==> config.mk <==
export PLATFORM = sky130hd
export DESIGN_NAME = pc_redirect_unit
export DESIGN_NICKNAME = d
export VERILOG_FILES = /design/src/rtl/pc_redirect_unit.sv
export SDC_FILE = /design/constraint.sdc
export NUM_CORES = 1
export LEC_CHECK = 0
export BUFFER_PORTS_ARGS = -buffer_cell sky130_fd_sc_hd__clkbuf_2
export CAP_MARGIN = 0
export CORE_ASPECT_RATIO = 0.5
export CORE_UTILIZATION = 50
export DETAILED_ROUTE_END_ITERATION = 8
export GPL_ROUTABILITY_DRIVEN = 0
export HOLD_SLACK_MARGIN = 0.05
export PLACE_DENSITY = 0.84
export SLEW_MARGIN = 0
export SYNTH_ARGS = -nofsm -noshare
export SYNTH_HDL_FRONTEND = slang
export SYNTH_SLANG_ARGS = --single-unit
==> constraint.sdc <==
create_clock -name clk -period 2.85 [get_ports clk]
set_clock_uncertainty 0.2 [all_clocks]
set_input_delay 0.285 -clock clk [delete_from_list [all_inputs] [get_ports clk]]
set_output_delay 0.285 -clock clk [all_outputs]
set_load 0.01 [all_outputs]
==> src/rtl/pc_redirect_unit.sv <==
`default_nettype none
// ============================================================================
// Module   : pc_redirect_unit
// Purpose  : Fetch PC register with jump/branch redirect, stall deferral,
//            IF/ID flush, sticky misalignment flag and saturating counter.
// Revision : 1.0 - initial release
// ============================================================================
module pc_redirect_unit #(
    parameter int              PC_W     = 32,
    parameter logic [PC_W-1:0] RESET_PC = '0,
    parameter int              CNT_W    = 16
) (
    input  logic             clk,
    input  logic             rst,
    input  logic             stall,
    input  logic [1:0]       jump_op,
    input  logic [PC_W-1:0]  id_pc4,
    input  logic [PC_W-1:0]  branch_target,
    input  logic [25:0]      jump_index,
    input  logic [PC_W-1:0]  reg_target,
    output logic [PC_W-1:0]  pc_out,
    output logic             flush,
    output logic             pending,
    output logic             misalign_err,
    output logic [CNT_W-1:0] redirect_cnt
);

    typedef enum logic [0:0] {
        S_IDLE = 1'b0,
        S_PEND = 1'b1
    } state_t;

    localparam logic [PC_W-1:0]  c_pc_step = PC_W'(4);
    localparam logic [CNT_W-1:0] c_cnt_max = '1;
    localparam logic [1:0]       c_op_seq  = 2'b00;
    localparam logic [1:0]       c_op_br   = 2'b01;
    localparam logic [1:0]       c_op_reg  = 2'b10;

    state_t            r_state;
    state_t            w_state_nxt;
    logic [PC_W-1:0]   r_pc;
    logic [PC_W-1:0]   r_pend_target;
    logic [PC_W-1:0]   w_pc_nxt;
    logic [PC_W-1:0]   w_pend_nxt;
    logic [PC_W-1:0]   w_target;
    logic              w_redirect;
    logic              w_mis_set;
    logic              r_misalign;
    logic [CNT_W-1:0]  r_cnt;
    logic              w_unused;

    // Only the region bits of id_pc4 take part in the j/jal target.
    assign w_unused = ^id_pc4[27:0];

    always_comb begin
        w_target = {id_pc4[PC_W-1:28], jump_index, 2'b00};
        case (jump_op)
            c_op_br:  w_target = {branch_target[PC_W-1:2], 2'b00};
            c_op_reg: w_target = {reg_target[PC_W-1:2], 2'b00};
            default:  w_target = {id_pc4[PC_W-1:28], jump_index, 2'b00};
        endcase
    end

    always_comb begin
        w_state_nxt = r_state;
        w_pc_nxt    = r_pc;
        w_pend_nxt  = r_pend_target;
        w_redirect  = 1'b0;
        w_mis_set   = 1'b0;
        case (r_state)
            S_IDLE: begin
                // Any non-seq op in IDLE is either applied or captured.
                w_mis_set = (jump_op == c_op_reg) && (reg_target[1:0] != 2'b00);
                if (!stall) begin
                    if (jump_op == c_op_seq) begin
                        w_pc_nxt = r_pc + c_pc_step;
                    end else begin
                        w_pc_nxt   = w_target;
                        w_redirect = 1'b1;
                    end
                end else if (jump_op != c_op_seq) begin
                    w_pend_nxt  = w_target;
                    w_state_nxt = S_PEND;
                end
            end
            S_PEND: begin
                if (!stall) begin
                    w_pc_nxt    = r_pend_target;
                    w_redirect  = 1'b1;
                    w_state_nxt = S_IDLE;
                end
            end
            default: w_state_nxt = S_IDLE;
        endcase
    end

    always_ff @(posedge clk) begin
        if (rst) begin
            r_state       <= S_IDLE;
            r_pc          <= RESET_PC;
            r_pend_target <= '0;
            r_misalign    <= 1'b0;
            r_cnt         <= '0;
        end else begin
            r_state       <= w_state_nxt;
            r_pc          <= w_pc_nxt;
            r_pend_target <= w_pend_nxt;
            if (w_mis_set) begin
                r_misalign <= 1'b1;
            end
            if (w_redirect && (r_cnt != c_cnt_max)) begin
                r_cnt <= r_cnt + CNT_W'(1);
            end
        end
    end

    assign pc_out       = r_pc;
    assign flush        = w_redirect & ~rst;
    assign pending      = (r_state == S_PEND);
    assign misalign_err = r_misalign;
    assign redirect_cnt = r_cnt;

endmodule
`default_nettype wire

==> metrics.md <==
| Metric | Value |
|---|---|
| CP Class | `reg2reg` |
| Antenna violations before repair | `0` |
| CTS clk-pin slew, worst paths | `~0.06 ns` |
| CP top delay family | `simple AND/OR/NAND/NOR gates` |
| Max-slew violation count | `0` |
| Tmin final | `2.34 ns` |
| Worst reg-to-reg setup slack | `about 0.51 ns` |
| Initial DRC Count | `between 400 and 500` |
| Fin. Hold Viols | `0` |
| CP Data Required Time | `between 2 and 3 ns` |
| Reg-to-reg endpoint | `pc_out[20]` |
| Crit path DAT | `approximately 2.3 ns` |
| Post-CTS sizing | `0` |
| Die ar. | `9860 um2` |
| TNS Setup | `0 ns` |
| CTS tree | `built` |
| DRC | `0` |
| Unrepaired setup endpoints after global routing | `false` |
| HP Start | `jump_index[20]` |
| RR Startpoint | `pc_out[3]` |
| Syn Area/Cell | `slightly below 8 um2` |
| GRT Total Usage | `0.279` |
| Post-detailed-routing wire length | `13.8 mm` |
| Seq/Total Area, Yosys | `0.331` |
| Dpl cells | `between 800 and 900` |
| Slowest stage delay, CP | `a little under 0.6 ns` |
| Mapped cell area | `roughly 4700 um2` |
| Port bufs | `around 150` |
| Die Width | `roughly 140 um` |
| Mapped Cells | `603` |
| Io pins | `between 150 and 200` |
| Post-route ant nets | `0` |
| Lkg Pwr | `around 2.5 nW` |
| Critical path buffers and inverters | `0` |
| Hold endpoint | `r_pend_target[22]` |
| Main synth FF type | `dfxtp_1` |
| Finished Layout Cells | `858` |
| Post-synth EDFFs | `0` |
| Postcts setup bufs | `0` |
| CTS root buffer | `clkbuf_16` |
| Num Clock Sinks | `around 80` |
| Worst hold stages | `5` |
| Vias | `around 5200` |
| Number of synthesis warnings | `0` |
| Layout cell share with drive strength beyond 1 | `0.275` |
| Rows | `24` |
| Fin util | `0.658` |
| Register-to-Register Path Depth | `6` |
| CTS H-Tree Depth | `3` |
| Vias in the first global route | `4843` |
| Worst path slowest cell | `or4_4` |
| Wire per inst | `~16 um` |
| Hold Crit Class | `in2reg` |
| Cell taking the most area after synthesis | `dfxtp_1` |
| Hpwl dp | `just under 10 mm` |
| Inserted Diodes | `0` |
| Gr ovfl total | `0` |
| Outcome | `finished clean` |
| Synth area leaders | `dfxtp_1 33%, a21oi_1 8.7%, nor2_1 7.1%` |
| F_max | `0.427 GHz` |
| Clock latency on the worst-skew pair | `about 0.34 ns` |
| Core ar. | `~8900 um2` |
| Setup Viol. Count Final | `0` |
| Synth Register Bits | `slightly below 80` |
| Vias/cell | `around 6.0` |
| P&R area growth vs syn | `24.3%` |
| Final period util | `0.822` |
| Die height | `around 70 um` |
| Maximum fanout along the worst path | `5` |
| Max Cap Viol | `0` |
| Synth async-reset ratio | `0` |
| Initial Util | `0.530` |
| First-pass GRT wire length | `22.3 mm` |
| Layout Nets | `868` |
| CP Capture Type | `flop` |
| PD cells | `about 520 nW/um2` |
| Hold_buf cts | `0` |
| Relative slew slack | `0.471` |
| Largest net degree at the start of global routing | `59` |
| Synth top area share | `0.331` |
| CTS buffer count | `9` |
| Distinct cells, synth | `64` |
| Slew @ Worst Pin | `0.794 ns` |
| Critical Path Start Type | `flop` |
| VDD IR max | `roughly 0.35 mV` |
| Max clock buf depth | `2` |
| Crit-path cells | `ha_1 -> nand3_1 -> or4_4 -> o31a_2 -> o21ai_1 -> a221oi_2` |
| DR pass1 iterations | `5` |
-- power breakdown --
part / internal (mW) / switching, mW
combinational: 0.255 / 0.319
clock: 0.770 / 0.484
sequential: 1.16 / 0.0710
total: 2.18 / 0.874
-- worst max path at each step --
stage	startpoint	endpoint	depth (start not counted)
detailed placement	jump_op[1]	pc_out[27]	9
global placement	jump_op[1]	pc_out[27]	9
finish	pc_out[3]	pc_out[20]	6
global route	pc_out[3]	pc_out[20]	6
CTS	pc_out[3]	pc_out[20]	6
floorplan	pc_out[2]	pc_out[20]	6
-- layout by cell type (no fill, tap or decap), drive strengths merged, types with 3 or more instances in the layout --
cell type  Yosys  layout
a211oi         8       8
a21o           5       5
a21oi         82      82
a221oi        12      12
a22o          25      25
a22oi         10      10
a311oi         3       3
a31o           4       4
a31oi          3       3
and3           7       7
buf           17      23
clkbuf        28     154
dfxtp         78      78
ha             5       5
inv           20      21
mux2i         22      22
nand2         27      27
nand2b         5       5
nand3         21      21
nand4         12      12
nor2          89      89
nor3          16      16
nor3b          4       4
nor4           6       6
o21a           3       3
o21ai         37      37
o221a          3       3
or2            3       3
xnor2          5       5
xor2           6       6
-- routing by layer --
| layer | GRT usage | wire, um |
|---|---|---|
| met5 | 0 | 0 |
| met4 | 0.130 | 370 |
| met3 | 0.0515 | 750 |
| met2 | 0.497 | 6800 |
| met1 | 0.332 | 5870 |
-- worst reg2reg max path, delay by kind of cell, from the launching register on --
kind / cells / cell delay (ns)
and+or+nand+nor: 2 / 0.74
AOI/OAI and AO/OA: 3 / 0.61
DFF: 1 / 0.40
adders and majority gates: 1 / 0.24
-- Yosys cell counts (4+ instances only) --
master / count
xnor2_1: 5
xor2_1: 6
mux2i_1: 22
clkbuf_1: 24
a21oi_1: 82
clkbuf_8: 4
a211oi_1: 8
nor3_1: 16
nor2_1: 89
inv_1: 20
buf_2: 10
a22o_1: 25
a21o_1: 5
nand4_1: 9
dfxtp_1: 78
and3_1: 7
nor4_1: 4
o21ai_0: 36
nand2b_1: 5
nand2_1: 27
nand3_1: 21
a221oi_1: 11
a31o_2: 4
ha_1: 5
a22oi_1: 10
nor3b_1: 4
-- cell type report --
cell class	instances	area (um2)
Inverter	20	75.1
Clock buffer	9	225
Clock inverter	7	97.6
Timing Repair Buffer	168	936
Fill cell	743	3050
Multi-Input combinational cell	459	2830
Tap cell	117	146
Sequential cell	78	1560
-- cells by family (layout without fill, tap and decap cells) --
family	after synthesis	after routing	synth area share
AOI/OAI and AO/OA	215	215	0.300
and+or+nand+nor	204	204	0.217
DFF	78	78	0.331
buffers and inverters	67	204	0.0713
muxes	22	22	0.0466
xor gates and xnor gates	11	11	0.0204
adders and majority gates	5	5	0.0132
other	1	2	0.000794
-- flip-flops by register name, indices dropped and copies added (netlist names) --
signal	count
r_pend_target	30
misalign_err	1
redirect_cnt	16
pc_out	30
pending	1
-- stage by stage --
stage          cell area [um2]  total power [mW]  worst slack (ns)  hold WS (ns)
2_1_floorplan             4730              1.60             0.629         0.236
3_3_place_gp              5550              1.79             0.434         0.242
3_5_place_dp              5550              1.81             0.312         0.252
4_1_cts                   5870              3.06             0.507         0.119
5_1_grt                   5870              3.17             0.384         0.139
6_report                  5870              3.06             0.508         0.117
Power figures use the tool's default switching activity.
